==> src/rtl/fmps_read_links.sv <==
// FMPS packet receiver for the CCW and CW link taps. Payload words land in a
// per-link DPRAM addressed by FMPS index, and a per-index bitmap tracks which
// indices arrived during the current FA cycle.

// Per-link packet parser with its own payload DPRAM.
module FmpsLinkParser #(
  parameter int          INDEX_WIDTH  = 5,
  parameter logic [15:0] HEADER_MAGIC = 16'hB6CF
) (
  input  logic                      sysClk,
  input  logic                      sysReset_n,
  input  logic                      inhibit,
  input  logic                      tValid,
  input  logic                      tLast,
  input  logic [31:0]               tData,
  input  logic [2**INDEX_WIDTH-1:0] bitmapAll,
  input  logic [INDEX_WIDTH-1:0]    rdAddr,
  output logic [31:0]               rdData,
  output logic                      evValid,
  output logic [2:0]                evCode,
  output logic                      evAccept,
  output logic                      evWrite,
  output logic [INDEX_WIDTH-1:0]    evIndex
);

  typedef enum logic [1:0] {HEADER, DATA, DRAIN} parseState_t;

  parseState_t            state, nextState;
  logic [INDEX_WIDTH-1:0] index;
  logic                   latchIndex;
  logic [31:0]            ram [2**INDEX_WIDTH];

  assign evIndex = index;
  assign rdData  = ram[rdAddr];

  // Classify the current beat; an inhibited link only tracks packet framing.
  always_comb begin
    nextState  = state;
    latchIndex = 1'b0;
    evValid    = 1'b0;
    evCode     = 3'd0;
    evAccept   = 1'b0;
    evWrite    = 1'b0;
    if (tValid) begin
      if (inhibit) begin
        nextState = tLast ? HEADER : DRAIN;
      end else begin
        case (state)
          HEADER: begin
            if (tData[31:16] != HEADER_MAGIC) begin
              evValid   = 1'b1;
              evCode    = 3'd1;
              nextState = tLast ? HEADER : DRAIN;
            end else begin
              latchIndex = 1'b1;
              if (tLast) begin
                evValid = 1'b1;
                evCode  = 3'd2;
              end else begin
                nextState = DATA;
              end
            end
          end
          DATA: begin
            evValid = 1'b1;
            if (tLast) begin
              evWrite   = 1'b1;
              nextState = HEADER;
              if (bitmapAll[index]) begin
                evCode = 3'd4;
              end else begin
                evCode   = 3'd0;
                evAccept = 1'b1;
              end
            end else begin
              evCode    = 3'd3;
              nextState = DRAIN;
            end
          end
          DRAIN: begin
            if (tLast) nextState = HEADER;
          end
          default: nextState = HEADER;
        endcase
      end
    end
  end

  // Parser state and the index captured from the header beat.
  always_ff @(posedge sysClk or negedge sysReset_n) begin
    if (!sysReset_n) begin
      state <= HEADER;
      index <= '0;
    end else begin
      state <= nextState;
      if (latchIndex) index <= tData[10 +: INDEX_WIDTH];
    end
  end

  // Payload store; contents survive reset.
  always_ff @(posedge sysClk) begin
    if (evWrite) ram[index] <= tData;
  end

endmodule

module fmps_read_links #(
  parameter int          INDEX_WIDTH  = 5,
  parameter int          SYSCLK_RATE  = 100000000,
  parameter logic [15:0] HEADER_MAGIC = 16'hB6CF
) (
  input  logic                      sysClk,
  input  logic                      sysReset_n,
  input  logic                      csrStrobe,
  input  logic [31:0]               GPIO_OUT,
  output logic [31:0]               csr,
  input  logic [2**INDEX_WIDTH-1:0] fmpsEnableMask,
  input  logic                      FAstrobe,
  output logic [2**INDEX_WIDTH-1:0] fmpsBitmapAll,
  output logic [2**INDEX_WIDTH-1:0] fmpsBitmapEnabled,
  output logic                      fmpsEnabled,
  output logic [2**INDEX_WIDTH-1:0] fmpsBitmapAllFASnapshot,
  output logic [2**INDEX_WIDTH-1:0] fmpsEnableBitmapFASnapshot,
  output logic                      sysStatusStrobe,
  output logic [2:0]                sysStatusCode,
  output logic                      sysTimeoutStrobe,
  input  logic [INDEX_WIDTH-1:0]    fmpsReadoutAddress,
  output logic [31:0]               fmpsReadout,
  input  logic                      uBreadoutStrobe,
  output logic [31:0]               uBreadout,
  output logic                      CCWinhibit,
  output logic                      CWinhibit,
  input  logic                      CCWlinkTVALID,
  input  logic                      CCWlinkTLAST,
  input  logic [31:0]               CCWlinkTDATA,
  input  logic                      CWlinkTVALID,
  input  logic                      CWlinkTLAST,
  input  logic [31:0]               CWlinkTDATA
);

  localparam int NIDX    = 2**INDEX_WIDTH;
  localparam int TMO     = SYSCLK_RATE / 10000;
  localparam int TIMER_W = $clog2(TMO + 1);
  localparam int INH_BIT = 3 * (INDEX_WIDTH + 1);

  logic [5:0]             expectedCount, ccwCount, cwCount;
  logic                   readoutActive, readoutValid;
  logic [TIMER_W-1:0]     timer;
  logic [NIDX-1:0]        ccwFlag, cwFlag;
  logic [NIDX-1:0]        ccwAcceptMask, cwAcceptMask, ccwWriteMask, cwWriteMask;
  logic [INDEX_WIDTH:0]   popCount;
  logic                   pendingValid;
  logic [2:0]             pendingCode;
  logic                   uBpointer;
  logic [31:0]            ccwRdData, cwRdData;
  logic                   ccwEvValid, ccwEvAccept, ccwEvWrite;
  logic                   cwEvValid, cwEvAccept, cwEvWrite;
  logic [2:0]             ccwEvCode, cwEvCode;
  logic [INDEX_WIDTH-1:0] ccwEvIndex, cwEvIndex;
  logic                   unusedGpioBits;

  assign unusedGpioBits    = ^{GPIO_OUT[31:INH_BIT+2], GPIO_OUT[INH_BIT-1:6]};
  assign fmpsBitmapEnabled = fmpsBitmapAll & fmpsEnableMask;
  assign fmpsEnabled       = |fmpsBitmapEnabled;
  assign csr = {readoutActive, readoutValid, 10'b0, CWinhibit, CCWinhibit,
                cwCount, ccwCount, expectedCount};
  assign uBreadout = uBpointer ? 32'(fmpsEnableBitmapFASnapshot)
                               : 32'(fmpsBitmapAllFASnapshot);

  FmpsLinkParser #(.INDEX_WIDTH(INDEX_WIDTH), .HEADER_MAGIC(HEADER_MAGIC)) ccwParser (
    .sysClk(sysClk), .sysReset_n(sysReset_n), .inhibit(CCWinhibit),
    .tValid(CCWlinkTVALID), .tLast(CCWlinkTLAST), .tData(CCWlinkTDATA),
    .bitmapAll(fmpsBitmapAll), .rdAddr(fmpsReadoutAddress), .rdData(ccwRdData),
    .evValid(ccwEvValid), .evCode(ccwEvCode), .evAccept(ccwEvAccept),
    .evWrite(ccwEvWrite), .evIndex(ccwEvIndex)
  );

  FmpsLinkParser #(.INDEX_WIDTH(INDEX_WIDTH), .HEADER_MAGIC(HEADER_MAGIC)) cwParser (
    .sysClk(sysClk), .sysReset_n(sysReset_n), .inhibit(CWinhibit),
    .tValid(CWlinkTVALID), .tLast(CWlinkTLAST), .tData(CWlinkTDATA),
    .bitmapAll(fmpsBitmapAll), .rdAddr(fmpsReadoutAddress), .rdData(cwRdData),
    .evValid(cwEvValid), .evCode(cwEvCode), .evAccept(cwEvAccept),
    .evWrite(cwEvWrite), .evIndex(cwEvIndex)
  );

  // One-hot masks of the indices each link stores or newly accepts this cycle, plus bitmap population.
  always_comb begin
    ccwWriteMask  = ccwEvWrite  ? ({{(NIDX-1){1'b0}}, 1'b1} << ccwEvIndex) : '0;
    cwWriteMask   = cwEvWrite   ? ({{(NIDX-1){1'b0}}, 1'b1} << cwEvIndex)  : '0;
    ccwAcceptMask = ccwEvAccept ? ccwWriteMask : '0;
    cwAcceptMask  = cwEvAccept  ? cwWriteMask  : '0;
    popCount      = '0;
    for (int i = 0; i < NIDX; i++) begin
      popCount = popCount + {{INDEX_WIDTH{1'b0}}, fmpsBitmapAll[i]};
    end
  end

  // CSR fields written by the control processor.
  always_ff @(posedge sysClk or negedge sysReset_n) begin
    if (!sysReset_n) begin
      expectedCount <= '0;
      CCWinhibit    <= 1'b0;
      CWinhibit     <= 1'b0;
    end else if (csrStrobe) begin
      expectedCount <= GPIO_OUT[5:0];
      CCWinhibit    <= GPIO_OUT[INH_BIT];
      CWinhibit     <= GPIO_OUT[INH_BIT+1];
    end
  end

  // FA-cycle bookkeeping: snapshots, bitmap, link flags, counts and the acquisition timer.
  always_ff @(posedge sysClk or negedge sysReset_n) begin
    if (!sysReset_n) begin
      fmpsBitmapAll              <= '0;
      fmpsBitmapAllFASnapshot    <= '0;
      fmpsEnableBitmapFASnapshot <= '0;
      ccwFlag                    <= '0;
      cwFlag                     <= '0;
      ccwCount                   <= '0;
      cwCount                    <= '0;
      readoutActive              <= 1'b0;
      readoutValid               <= 1'b0;
      timer                      <= '0;
      sysTimeoutStrobe           <= 1'b0;
    end else if (FAstrobe) begin
      fmpsBitmapAllFASnapshot    <= fmpsBitmapAll;
      fmpsEnableBitmapFASnapshot <= fmpsBitmapEnabled;
      fmpsBitmapAll              <= '0;
      ccwFlag                    <= '0;
      cwFlag                     <= '0;
      ccwCount                   <= '0;
      cwCount                    <= '0;
      readoutActive              <= 1'b1;
      readoutValid               <= 1'b0;
      timer                      <= '0;
      sysTimeoutStrobe           <= readoutActive;
    end else begin
      sysTimeoutStrobe <= 1'b0;
      fmpsBitmapAll    <= fmpsBitmapAll | ccwAcceptMask | cwAcceptMask;
      ccwFlag          <= ccwFlag | ccwWriteMask;
      cwFlag           <= cwFlag | cwWriteMask;
      ccwCount         <= ccwCount + {5'b0, ccwEvAccept};
      cwCount          <= cwCount + {5'b0, cwEvAccept};
      if (readoutActive) begin
        if ((expectedCount != '0) && (32'(popCount) == 32'(expectedCount))) begin
          readoutActive <= 1'b0;
          readoutValid  <= 1'b1;
        end else if (timer == TIMER_W'(TMO - 1)) begin
          readoutActive    <= 1'b0;
          sysTimeoutStrobe <= 1'b1;
        end else begin
          timer <= timer + TIMER_W'(1);
        end
      end
    end
  end

  // Status reporting; a CW result that collides with a CCW result waits one cycle.
  always_ff @(posedge sysClk or negedge sysReset_n) begin
    if (!sysReset_n) begin
      sysStatusStrobe <= 1'b0;
      sysStatusCode   <= '0;
      pendingValid    <= 1'b0;
      pendingCode     <= '0;
    end else begin
      sysStatusStrobe <= 1'b0;
      if (ccwEvValid) begin
        sysStatusStrobe <= 1'b1;
        sysStatusCode   <= ccwEvCode;
        if (cwEvValid) begin
          pendingValid <= 1'b1;
          pendingCode  <= cwEvCode;
        end
      end else if (pendingValid) begin
        sysStatusStrobe <= 1'b1;
        sysStatusCode   <= pendingCode;
        if (cwEvValid) pendingCode <= cwEvCode;
        else           pendingValid <= 1'b0;
      end else if (cwEvValid) begin
        sysStatusStrobe <= 1'b1;
        sysStatusCode   <= cwEvCode;
      end
    end
  end

  // Registered readout, preferring the CCW copy when CCW delivered that index.
  always_ff @(posedge sysClk or negedge sysReset_n) begin
    if (!sysReset_n) begin
      fmpsReadout <= '0;
    end else begin
      fmpsReadout <= ccwFlag[fmpsReadoutAddress] ? ccwRdData : cwRdData;
    end
  end

  // Microblaze readout word selector.
  always_ff @(posedge sysClk or negedge sysReset_n) begin
    if (!sysReset_n) begin
      uBpointer <= 1'b0;
    end else if (uBreadoutStrobe) begin
      uBpointer <= ~uBpointer;
    end
  end

endmodule

==> config.mk <==
export PLATFORM = sky130hd
export DESIGN_NAME = fmps_read_links
export DESIGN_NICKNAME = d
export VERILOG_FILES = /design/src/rtl/fmps_read_links.sv
export SDC_FILE = /design/constraint.sdc
export NUM_CORES = 2
export LEC_CHECK = 0
export ABC_AREA = 1
export CAP_MARGIN = 10
export CORE_MARGIN = 5
export CORE_UTILIZATION = 47
export DETAILED_ROUTE_END_ITERATION = 6
export DONT_BUFFER_PORTS = 1
export GPL_TIMING_DRIVEN = 0
export PLACE_DENSITY = 0.61
export RECOVER_POWER = 50
export REMOVE_ABC_BUFFERS = 1
export SLEW_MARGIN = 10
export SYNTH_ARGS = -nofsm -noshare
export SYNTH_HDL_FRONTEND = slang
export SYNTH_HIERARCHICAL = 1
export SYNTH_SLANG_ARGS = --single-unit
export TNS_END_PERCENT = 100
==> constraint.sdc <==
create_clock -name sysClk -period 7.65 [get_ports sysClk]
set_clock_uncertainty 0.05 [all_clocks]
set_input_delay 2.295 -clock sysClk [delete_from_list [all_inputs] [get_ports sysClk]]
set_output_delay 2.295 -clock sysClk [all_outputs]
set_load 0.05 [all_outputs]
==> impl_metrics.ini <==
[placement]
io_buffers = 0
dp_cells = 10900
dp_hpwl_um = 155000
globalplace.congestion = 0.901

[finish]
syn_to_final_growth_pct = 11.3
finalNonFillerCells = 11400
antenna_cells = 0
layout_commonest_cell = nand2_1
mostFrequentLayoutCells = nand2_1, edfxtp_1, nand3_1
final_layout_size_suffix_gt1_frac = 0.0630
nNetsFinal = 8685

[cts]
numCtsBuffers = 226
cts_resized = 0
clk_latency_ns = 0.86
clk_pin_slew_ns = 0.06
cts_tree = yes
cts_num_sinks = 2268
cts_hold_buf = 0
h-tree-depth = 4
clockBufferDepth = 3
post-cts-setup-buffers = 0
root_buffer = clkbuf_16

[critical_path]
reg2reg_depth = 24
crit_top_cell = fa_1
critPathKind = register to register
cp_slowest_cell = dfrtp_1
crit_start = fmpsBitmapAll[23]
cp_cell_sequence = fa_1 > fa_1 > inv_1 > fa_1 > inv_1 > fa_1 > fa_1 > inv_1 > fa_1 > inv_1 > ha_1 > fa_1 > inv_1 > nand2_1 > nand2_1 > nor2_1 > nand2_1 > nor2_1 > nand2_1 > nor2_2 > nand2_2 > nand2_4 > nand3_1 > nand2_1
worstReg2RegStart = fmpsBitmapAll[23]
cp-end-kind = register
worst-path-stages = 24
cp_num_buf_inv = 5
cp_max_fo = 16
critPathLaunchType = register
cpPeakStageDelay_ns = 1.14
worstPathArrival_ns = 7.23
crit_required_ns = 8.38
crit_family = adder cells

[power_and_ir_drop]
leakage_uw = 0.0399
ir_worst_vdd_v = 0.000270
p_per_area_nw_per_um2 = 243

[floorplan]
start_util = 0.473
die_h_um = 461
io-pin-count = 374
dieArea_um2 = 213000
row_count = 165
die_x_um = 461
core_area_um2 = 202000

[route]
via_count = 63500
drtIter0Drc = 6454
drc = 0
ant_nets = 0
via_per_inst = 5.58
firstDrtPassIters = 6
wl_per_cell_um = 24.0
wl_um = 273000

[grt]
antenna_found_initial = 2
grt_pass1_wl_um = 399000
top_usage_layer = met2
grt_usage = 0.252
first_global_vias = 59600
grt_util_met3 = 0.0493
grt-ovfl-total = 0
met2_usage = 0.418
grt_max_degree = 1045
use_met1 = 0.335

[flow_run]
cap_violations = 1

[sta]
maxSlewViolCount = 68
tightest_slew_ns = 2.48
whs_ns = 0.443
fmax_mhz = 154
setup_viol = 0
finalCritPeriodShare = 0.851
fin_setup_tns_ns = 0
slew_headroom = -0.654
hold_violations = 0
rsz0062_at_grt = no
min_period_ns = 6.51

[run_status]
violations = max-capacitance violations, max-slew violations
status = finished with violations

[synthesis]
syn_area_per_cell_um2 = 11.0
async_reset_ff_frac = 0.0970
synth-seq-area-share = 0.700
synth_flop_cell = edfxtp_1
synth-edff-count = 2048
synth_cell_types = 40
synth-seq-cells = 2268
ys.warnings.count = 6
netlist_instances = 8665
netlist_area_um2 = 95700

[hold_path]
hold_path_class = register to register
min_from = pendingCode[0]
whs_path_depth = 2
-- stage by stage --
| step | worst slack, ns | total power [µW] | util | cell area, µm² |
|---|---|---|---|---|
| after floorplan | 1.97 | 14700 | - | 92300 |
| after global placement | -1.24 | 15000 | 0.473 | 95700 |
| final | 1.14 | 25900 | 0.527 | 107000 |
| after detailed placement | 1.17 | 15100 | 0.490 | 99200 |
| after CTS | 1.14 | 25900 | 0.526 | 106000 |
| after global routing | 0.801 | 26600 | 0.527 | 107000 |
-- synthesized netlist by cell type (all sizes together), types with 24 or more instances --
library cell | n | area (µm²)
fa | 24 | 480
nor2 | 186 | 703
edfxtp | 2048 | 61500
nand4 | 33 | 206
clkbuf | 89 | 334
inv | 230 | 876
nand3 | 1699 | 8510
nand2 | 3409 | 12800
buf | 434 | 3090
a21oi | 102 | 514
o21ai | 116 | 581
dfrtp | 220 | 5510
-- registers in the layout, summed over array words and instances (netlist names), 6 cells and up --
name,flops
timer,14
fmpsBitmapAllFASnapshot,32
ccwCount,6
fmpsBitmapAll,32
ccwParser/ram,1024
ccwFlag,32
cwCount,6
fmpsEnableBitmapFASnapshot,32
fmpsReadout,32
cwParser/ram,1024
expectedCount,6
-- cell families (layout without fill, tap and decap cells) --
kind of cell	count (synthesis)	in the layout	share of synthesized area
compound gates	231	231	0.0124
xor+xnor	10	10	0.000915
fa+ha+maj	36	36	0.00659
buf+inv	756	787	0.0450
flops	2268	2268	0.700
mux	3	3	0.000353
other cells	1	10	0.0000392
simple gates	5360	5360	0.234
-- routing by layer --
layer | routed length, µm | vias up | part of all wire
li1 | - | 29400 | -
met1 | 110000 | 31200 | 0.40
met2 | 132000 | 2395 | 0.49
met3 | 20700 | 493 | 0.076
met4 | 9300 | 2 | 0.034
met5 | 13 | - | 0.000048
-- power breakdown --
group | switching, µW | internal (µW) | total, µW
combinational | 769 | 344 | 1110
sequential | 226 | 13500 | 13800
clock | 4700 | 6260 | 11000
total | 5700 | 20200 | 25900
-- worst paths after layout --
| check | end | slack (ns) |
|---|---|---|
| worst max-delay path | timer[0] | 1.14 |
| worst min-delay path | pendingCode[0] | 0.44 |
| worst max register to register | timer[0] | 1.14 |
| worst min register to register | pendingCode[0] | 0.44 |
| max in group asynchronous | fmpsReadout[23] | 6.11 |
| min in group asynchronous | fmpsBitmapAllFASnapshot[20] | 1.10 |
-- tightest hold or removal path: cells and delay by family, from the launching register on --
kind / cells / cell delay [ns]
DFF: 1 / 0.34
AOI/OAI and AO/OA: 1 / 0.06
and+or+nand+nor: 1 / 0.05
-- area by class of cell --
cell class	count	area [µm²]
clock inverter	124	1140
inverter	233	943
clock buffer	302	6180
sequential	2268	67000
tap	2672	3340
multi-input combinational	5650	24900
timing repair buffer	128	3060
fill	17200	95800
Note: power is estimated with default switching activity, not from simulation.
